**config.mk**
```make
export PLATFORM = sky130hd
export DESIGN_NAME = dunc_core_flat
export DESIGN_NICKNAME = d
export VERILOG_FILES = /design/src/rtl/dunc_core_if.sv /design/src/rtl/dunc_core.sv /design/src/flat_wrapper.sv
export SDC_FILE = /design/constraint.sdc
export NUM_CORES = 1
export LEC_CHECK = 0
export CAP_MARGIN = 20
export CORE_MARGIN = 1
export CORE_UTILIZATION = 45
export CTS_BUF_LIST = sky130_fd_sc_hd__clkbuf_16
export DETAILED_ROUTE_END_ITERATION = 8
export PLACE_DENSITY = 0.85
export SYNTH_ARGS = -nofsm -noshare
export SYNTH_HDL_FRONTEND = slang
export SYNTH_SLANG_ARGS = --single-unit
```
**constraint.sdc**
```tcl
create_clock -name CLK -period 2.1 [get_ports CLK]
set_input_delay 0.315 -clock CLK [delete_from_list [all_inputs] [get_ports CLK]]
set_output_delay 0.315 -clock CLK [all_outputs]
set_load 0.02 [all_outputs]
```
**src/rtl/dunc_core_if.sv**
```systemverilog
`default_nettype none
// +----------------------------------------------------------------------+
// | dunc_core_if : REQ/READY memory bus between dunc_core and memory      |
// | Revision     : 1.0                                                   |
// +----------------------------------------------------------------------+
interface dunc_core_if #(
   parameter int WIDTH  = 16,
   parameter int ADDR_W = 12
);
   logic              MEM_REQ;
   logic              MEM_WE;
   logic [ADDR_W-1:0] MEM_ADDR;
   logic [WIDTH-1:0]  MEM_WDATA;
   logic [WIDTH-1:0]  MEM_RDATA;
   logic              MEM_READY;

   modport master (
      output MEM_REQ, MEM_WE, MEM_ADDR, MEM_WDATA,
      input  MEM_RDATA, MEM_READY
   );

   modport slave (
      input  MEM_REQ, MEM_WE, MEM_ADDR, MEM_WDATA,
      output MEM_RDATA, MEM_READY
   );
endinterface
`default_nettype wire

```
**src/rtl/dunc_core.sv**
```systemverilog
`default_nettype none
// +----------------------------------------------------------------------+
// | dunc_core : parametrised single-accumulator CPU, REQ/READY memory bus |
// | Option    : DUNC_CARRY_EN adds carry flag and JC (opcode 8)           |
// | Revision  : 1.0                                                      |
// +----------------------------------------------------------------------+
module dunc_core #(
   parameter int WIDTH  = 16,
   parameter int ADDR_W = 12
) (
   input  logic              CLK,
   input  logic              RESET_N,
   dunc_core_if.master       bus,
   output logic [ADDR_W-1:0] PC_OUT,
   output logic [WIDTH-1:0]  AC_OUT,
   output logic [3:0]        IR_OUT,
   output logic              AZ,
   output logic              AN,
   output logic              CARRY,
   output logic              FETCH,
   output logic              HALTED
);
   localparam logic [3:0] c_OP_LDA = 4'h0;
   localparam logic [3:0] c_OP_STA = 4'h1;
   localparam logic [3:0] c_OP_ADD = 4'h2;
   localparam logic [3:0] c_OP_AND = 4'h3;
   localparam logic [3:0] c_OP_JMP = 4'h4;
   localparam logic [3:0] c_OP_JN  = 4'h5;
   localparam logic [3:0] c_OP_JZ  = 4'h6;
   localparam logic [3:0] c_OP_NOT = 4'h7;
   localparam logic [3:0] c_OP_HLT = 4'hF;
`ifdef DUNC_CARRY_EN
   localparam logic [3:0] c_OP_JC  = 4'h8;
`endif

   typedef enum logic [2:0] {
      S_F0   = 3'd0,
      S_F1   = 3'd1,
      S_F2   = 3'd2,
      S_E0   = 3'd3,
      S_E1   = 3'd4,
      S_HALT = 3'd5
   } state_t;

   state_t            r_state, w_state_next;
   logic [ADDR_W-1:0] r_pc, r_ma;
   logic [WIDTH-1:0]  r_ac, r_md, w_add_res;
   logic [3:0]        r_ir;
   logic              w_az, w_an, w_carry;
   logic              w_req, w_we, w_ma_from_pc, w_load_md, w_inc_pc;
   logic              w_load_ir, w_load_pc, w_ac_not, w_exec;

   assign w_az = (r_ac == '0);
   assign w_an = r_ac[WIDTH-1];

`ifdef DUNC_CARRY_EN
   logic             r_carry;
   logic [WIDTH:0]   w_sum;
   assign w_sum     = {1'b0, r_ac} + {1'b0, r_md};
   assign w_add_res = w_sum[WIDTH-1:0];
   assign w_carry   = r_carry;

   always_ff @(posedge CLK or negedge RESET_N) begin
      if (!RESET_N)                      r_carry <= 1'b0;
      else if (w_exec && r_ir == c_OP_ADD) r_carry <= w_sum[WIDTH];
   end
`else
   assign w_add_res = r_ac + r_md;
   assign w_carry   = 1'b0;
`endif

   always_ff @(posedge CLK or negedge RESET_N) begin
      if (!RESET_N) r_state <= S_F0;
      else          r_state <= w_state_next;
   end

   always_comb begin
      w_state_next = r_state;
      w_req        = 1'b0;
      w_we         = 1'b0;
      w_ma_from_pc = 1'b0;
      w_load_md    = 1'b0;
      w_inc_pc     = 1'b0;
      w_load_ir    = 1'b0;
      w_load_pc    = 1'b0;
      w_ac_not     = 1'b0;
      w_exec       = 1'b0;
      case (r_state)
         S_F0: begin
            w_ma_from_pc = 1'b1;
            w_state_next = S_F1;
         end
         S_F1: begin
            w_req = 1'b1;
            if (bus.MEM_READY) begin
               w_load_md    = 1'b1;
               w_inc_pc     = 1'b1;
               w_state_next = S_F2;
            end
         end
         S_F2: begin
            w_load_ir    = 1'b1;
            w_state_next = S_E0;
         end
         S_E0: begin
            // Non-memory opcodes complete here; NOP and unused codes fall to default.
            w_state_next = S_F0;
            case (r_ir)
               c_OP_LDA, c_OP_ADD, c_OP_AND: begin
                  w_req        = 1'b1;
                  w_load_md    = bus.MEM_READY;
                  w_state_next = bus.MEM_READY ? S_E1 : S_E0;
               end
               c_OP_STA: begin
                  w_req        = 1'b1;
                  w_we         = 1'b1;
                  w_state_next = bus.MEM_READY ? S_F0 : S_E0;
               end
               c_OP_JMP: w_load_pc = 1'b1;
               c_OP_JN:  w_load_pc = w_an;
               c_OP_JZ:  w_load_pc = w_az;
`ifdef DUNC_CARRY_EN
               c_OP_JC:  w_load_pc = r_carry;
`endif
               c_OP_NOT: w_ac_not = 1'b1;
               c_OP_HLT: w_state_next = S_HALT;
               default:  ;
            endcase
         end
         S_E1: begin
            w_exec       = 1'b1;
            w_state_next = S_F0;
         end
         S_HALT:  w_state_next = S_HALT;
         default: w_state_next = S_F0;
      endcase
   end

   always_ff @(posedge CLK or negedge RESET_N) begin
      if (!RESET_N) begin
         r_pc <= '0;
         r_ma <= '0;
         r_md <= '0;
         r_ac <= '0;
         r_ir <= '0;
      end else begin
         if (w_ma_from_pc)   r_ma <= r_pc;
         else if (w_load_ir) r_ma <= r_md[ADDR_W-1:0];
         if (w_load_md)      r_md <= bus.MEM_RDATA;
         if (w_load_ir)      r_ir <= r_md[WIDTH-1 -: 4];
         if (w_inc_pc)       r_pc <= r_pc + ADDR_W'(1);
         else if (w_load_pc) r_pc <= r_ma;
         if (w_ac_not) begin
            r_ac <= ~r_ac;
         end else if (w_exec) begin
            case (r_ir)
               c_OP_LDA: r_ac <= r_md;
               c_OP_ADD: r_ac <= w_add_res;
               c_OP_AND: r_ac <= r_ac & r_md;
               default:  ;
            endcase
         end
      end
   end

   assign bus.MEM_REQ   = w_req;
   assign bus.MEM_WE    = w_we;
   assign bus.MEM_ADDR  = r_ma;
   assign bus.MEM_WDATA = r_ac;

   assign PC_OUT = r_pc;
   assign AC_OUT = r_ac;
   assign IR_OUT = r_ir;
   assign AZ     = w_az;
   assign AN     = w_an;
   assign CARRY  = w_carry;
   assign FETCH  = (r_state == S_F0) || (r_state == S_F1) || (r_state == S_F2);
   assign HALTED = (r_state == S_HALT);
endmodule
`default_nettype wire

```
**src/flat_wrapper.sv**
```systemverilog
// flat-port wrapper written by rule: the top's interface ports become plain ports
module dunc_core_flat 
#(
   parameter int WIDTH  = 16,
   parameter int ADDR_W = 12
)
  (CLK, RESET_N, PC_OUT, AC_OUT, IR_OUT, AZ, AN, CARRY, FETCH, HALTED, bus_MEM_REQ, bus_MEM_WE, bus_MEM_ADDR, bus_MEM_WDATA, bus_MEM_RDATA, bus_MEM_READY);
  dunc_core_if #(.WIDTH(WIDTH), .ADDR_W(ADDR_W)) bus_i ();
  input  logic CLK;
  input  logic RESET_N;
  output logic [ADDR_W-1:0] PC_OUT;
  output logic [WIDTH-1:0] AC_OUT;
  output logic [3:0] IR_OUT;
  output logic AZ;
  output logic AN;
  output logic CARRY;
  output logic FETCH;
  output logic HALTED;
  output wire logic [$bits(bus_i.MEM_REQ)-1:0] bus_MEM_REQ;
  output wire logic [$bits(bus_i.MEM_WE)-1:0] bus_MEM_WE;
  output wire logic [$bits(bus_i.MEM_ADDR)-1:0] bus_MEM_ADDR;
  output wire logic [$bits(bus_i.MEM_WDATA)-1:0] bus_MEM_WDATA;
  input wire logic [$bits(bus_i.MEM_RDATA)-1:0] bus_MEM_RDATA;
  input wire logic [$bits(bus_i.MEM_READY)-1:0] bus_MEM_READY;
  assign bus_MEM_REQ = bus_i.MEM_REQ;
  assign bus_MEM_WE = bus_i.MEM_WE;
  assign bus_MEM_ADDR = bus_i.MEM_ADDR;
  assign bus_MEM_WDATA = bus_i.MEM_WDATA;
  assign bus_i.MEM_RDATA = bus_MEM_RDATA;
  assign bus_i.MEM_READY = bus_MEM_READY;
  dunc_core #(.WIDTH(WIDTH), .ADDR_W(ADDR_W)) u_core (.CLK(CLK), .RESET_N(RESET_N), .bus(bus_i), .PC_OUT(PC_OUT), .AC_OUT(AC_OUT), .IR_OUT(IR_OUT), .AZ(AZ), .AN(AN), .CARRY(CARRY), .FETCH(FETCH), .HALTED(HALTED));
endmodule
```
==> results.py <==
metrics = {
    "outcome": {
        "status": "complete, but fails checks",
        "violations": "design-rule violations, negative setup slack",
    },
    "clock_network": {
        "clk_latency_ns": 0.34,
        "numCtsBuffers": 9,
        "clock-sinks": 63,
        "clockBufferDepth": 2,
        "path_clk_slew_ns": 0.06,
        "cts_tree": "yes",
        "clock-root-buffer": "clkbuf_16",
        "h-tree-depth": 3,
    },
    "global_routing": {
        "track_usage_pct": 27.6,
        "antenna_found_initial": 0,
        "grt_pass1_vias": 4078,
        "grt.overflow.total": 0,
        "grt_max_degree": 41,
        "grt_pass1_wl_um": 20600,
    },
    "synth": {
        "yosys_warnings": 0,
        "synth_mux_area_share_pct": 10.0,
        "ys_types": 59,
        "synth_top_cells_by_area": "dfrtp_1 38%, mux2_2 5.4%, ha_1 5.1%",
        "synth_top_area_share_pct": 38.0,
        "syn_inst": 450,
        "synth_nets": 487,
        "ys.flop_type": "dfrtp_1",
        "synth-compound-area-share_pct": 21.1,
        "yosys.area.top_type": "dfrtp_1",
        "seq_area_frac_synth_pct": 38.0,
        "synthTopCellsByCount": "63 x dfrtp_1, 50 x nand2_1, 36 x a21oi_1",
        "netlist_area_mm2": 0.00415,
        "synth_top_family_by_area": "compound AO/OA/AOI/OAI gates",
        "synth_simple_gate_area_share_pct": 16.5,
        "synth-xor-area-share_pct": 2.11,
        "synth_adder_area_share_pct": 5.60,
        "async_flop_share_pct": 100,
        "yosysMostFrequentCell": "dfrtp_1",
        "postSynthAreaPerCell_um2": 9.23,
        "synth-edff-count": 0,
        "ys_ff_latch": 63,
    },
    "cells_and_area": {
        "finalNetCount": 622,
        "drive_gt1_share_pct": 27.5,
        "area_growth_pct": 44.2,
        "fin_area_mm2": 0.00599,
        "antenna_cells": 0,
        "regArea_mm2": 0.00158,
        "fillers": 679,
        "multiInputGateArea_mm2": 0.00247,
        "postLayoutCoreUtil_pct": 67.7,
    },
    "setup_path": {
        "crit_type": "flip-flop to flip-flop",
        "critPathMaxFanout": 5,
        "arrival_ns": 2.46,
        "r2r_setup_slack_ns": -0.15,
        "r2r_cells": 8,
        "crit_path_start_kind": "flip-flop",
        "required_ns": 2.31,
        "cp-end-kind": "flip-flop",
    },
    "sta": {
        "final_hold_viol_count": 0,
        "post-route-min-period_ns": 2.25,
        "fin_ws_ns": -0.151,
        "fin_crit_sh_pct": 107,
        "worst_pin_slew_ns": 0.626,
        "setup_viol_count_final": 11,
        "slew-limit-headroom_pct": 58.3,
        "rsz0062_at_grt": "yes",
        "clock_skew_ns": 0.00797,
        "finalMaxSlewViolations": 0,
        "fmax_ghz": 0.444,
    },
    "die": {
        "die_w_um": 98.1,
        "die_height_um": 98.1,
        "row_count": 34,
        "io_pins": 86,
        "die_area_mm2": 0.00962,
        "fp.coreArea_mm2": 0.00885,
        "start_util_pct": 46.9,
    },
    "placed_design": {
        "finalWeightedCongestion": 0.946,
        "port_buffers": 84,
        "dpl-instance-area_mm2": 0.00551,
        "dp_hpwl_um": 9220,
    },
    "route": {
        "wl_per_cell_um": 19.4,
        "vias_per_cell": 6.16,
        "routed_wl_um": 13500,
        "dr.first_iter.drc_count": 368,
        "vias": 4298,
        "route.detailed.drc": 8,
        "ant_nets": 0,
        "firstDrtPassIters": 7,
    },
    "pwr": {
        "vdd_ir_drop_max_mv": 0.808,
        "total_power_mw": 12.3,
        "p_leak_nw": 2.52,
        "power_density_mw_per_mm2": 2050,
    },
    "hold_path": {
        "hold_class": "input port to async pin",
    },
    "flow_run": {
        "drv_cap": 0,
    },
}
==> power breakdown <==
group	total [mW]	switching, mW	internal [mW]
registers	2.63	0.792	1.84
logic	8.25	4.27	3.97
clock network	1.42	0.612	0.810
total	12.3	5.68	6.62
==> path summary, 6_finish.rpt <==
kind	start	endpoint
setup / recovery	u_core.AC_OUT[3]	u_core.AC_OUT[11]
hold / removal	RESET_N	u_core.AC_OUT[13]
setup reg to reg	u_core.AC_OUT[3]	u_core.AC_OUT[11]
hold reg to reg	u_core.bus.MEM_ADDR[5]	u_core.bus.MEM_ADDR[5]
max in group asynchronous	RESET_N	u_core.AC_OUT[0]
min in group CLK	u_core.bus.MEM_ADDR[5]	u_core.bus.MEM_ADDR[5]
==> area by class of cell <==
type	count	area share, %
clock buffer	9	3.76
clock inverter	7	0.919
inverter	9	0.564
multi-input combinational	336	41.2
sequential	63	26.5
tap	108	2.26
timing repair buffer	166	24.8
==> cell usage in the layout, fill, tap and decap left out, types with 6 or more instances in the layout <==
cell type / instances
ha_1: 11
nor2_1: 28
a21oi_1: 34
nand3_1: 12
mux2_2: 20
dfrtp_1: 57
o21ai_0: 31
clkbuf_16: 9
mux2i_1: 19
xnor2_1: 8
nand2_1: 50
dfrtp_2: 6
a221oi_1: 8
a211oi_1: 7
ha_4: 6
inv_1: 9
nor3_1: 12
clkdlybuf4s50_1: 79
buf_4: 77
==> what timing repair did <==
item,4_1_cts,5_1_grt
pin swaps,13,27
endpoints found under the setup margin,18,30
endpoints found under the hold margin,5,0
hold buffers,1,0
buffers inserted,7,5
resized for setup,14,15
==> registers in the layout (all words and copies together) (netlist names) <==
signal	cells
u_core.r_md	16
u_core.AC_OUT	16
u_core.r_state	3
u_core.bus.MEM_ADDR	12
u_core.IR_OUT	4
u_core.PC_OUT	12
==> worst max-delay path, stage by stage, from the launching register on <==
cell       delay, ns
dfrtp_1         0.44
ha_1            0.27
a2111oi_1       0.50
o21ai_2         0.15
a21oi_2         0.18
buf_4           0.14
xnor2_1         0.06
a211oi_1        0.29
a211oi_1        0.09
==> metrics by stage <==
stage / hold WS (ns) / TNS, ns / setup slack (ns) / std cells
after floorplan: 0.0194 / -0.0519 / -0.0519 / 450
after detailed placement: 0.364 / -0.372 / -0.103 / 669
after global routing: 0.543 / -2.49 / -0.231 / 698
after CTS: 0.517 / -0.240 / -0.0702 / 693
final: 0.518 / -0.721 / -0.151 / 698
after global placement: 0.359 / -0.0991 / -0.0703 / 669
==> metal layers <==
metal | GRT usage, % | part of all wire [%] | wire, um | up-vias
met5 | 0 | 0 | 0 | -
met4 | 15.4 | 4.4 | 590 | 0
met3 | 5.01 | 7.8 | 1060 | 58
met2 | 44.3 | 47 | 6410 | 258
met1 | 35.1 | 40 | 5480 | 2051
li1 | - | - | - | 1931
==> kinds of logic (layout without fill, tap and decap cells) <==
kind of cell	Yosys count	after routing
flip-flops	63	63
XOR/XNOR	10	10
other	1	1
AND/OR/NAND/NOR	139	139
adder cells (fa/ha/maj)	18	18
buffers and inverters	51	191
AO/OA/AOI/OAI	129	129
multiplexers	39	39
Note: power is estimated with default switching activity, not from simulation.
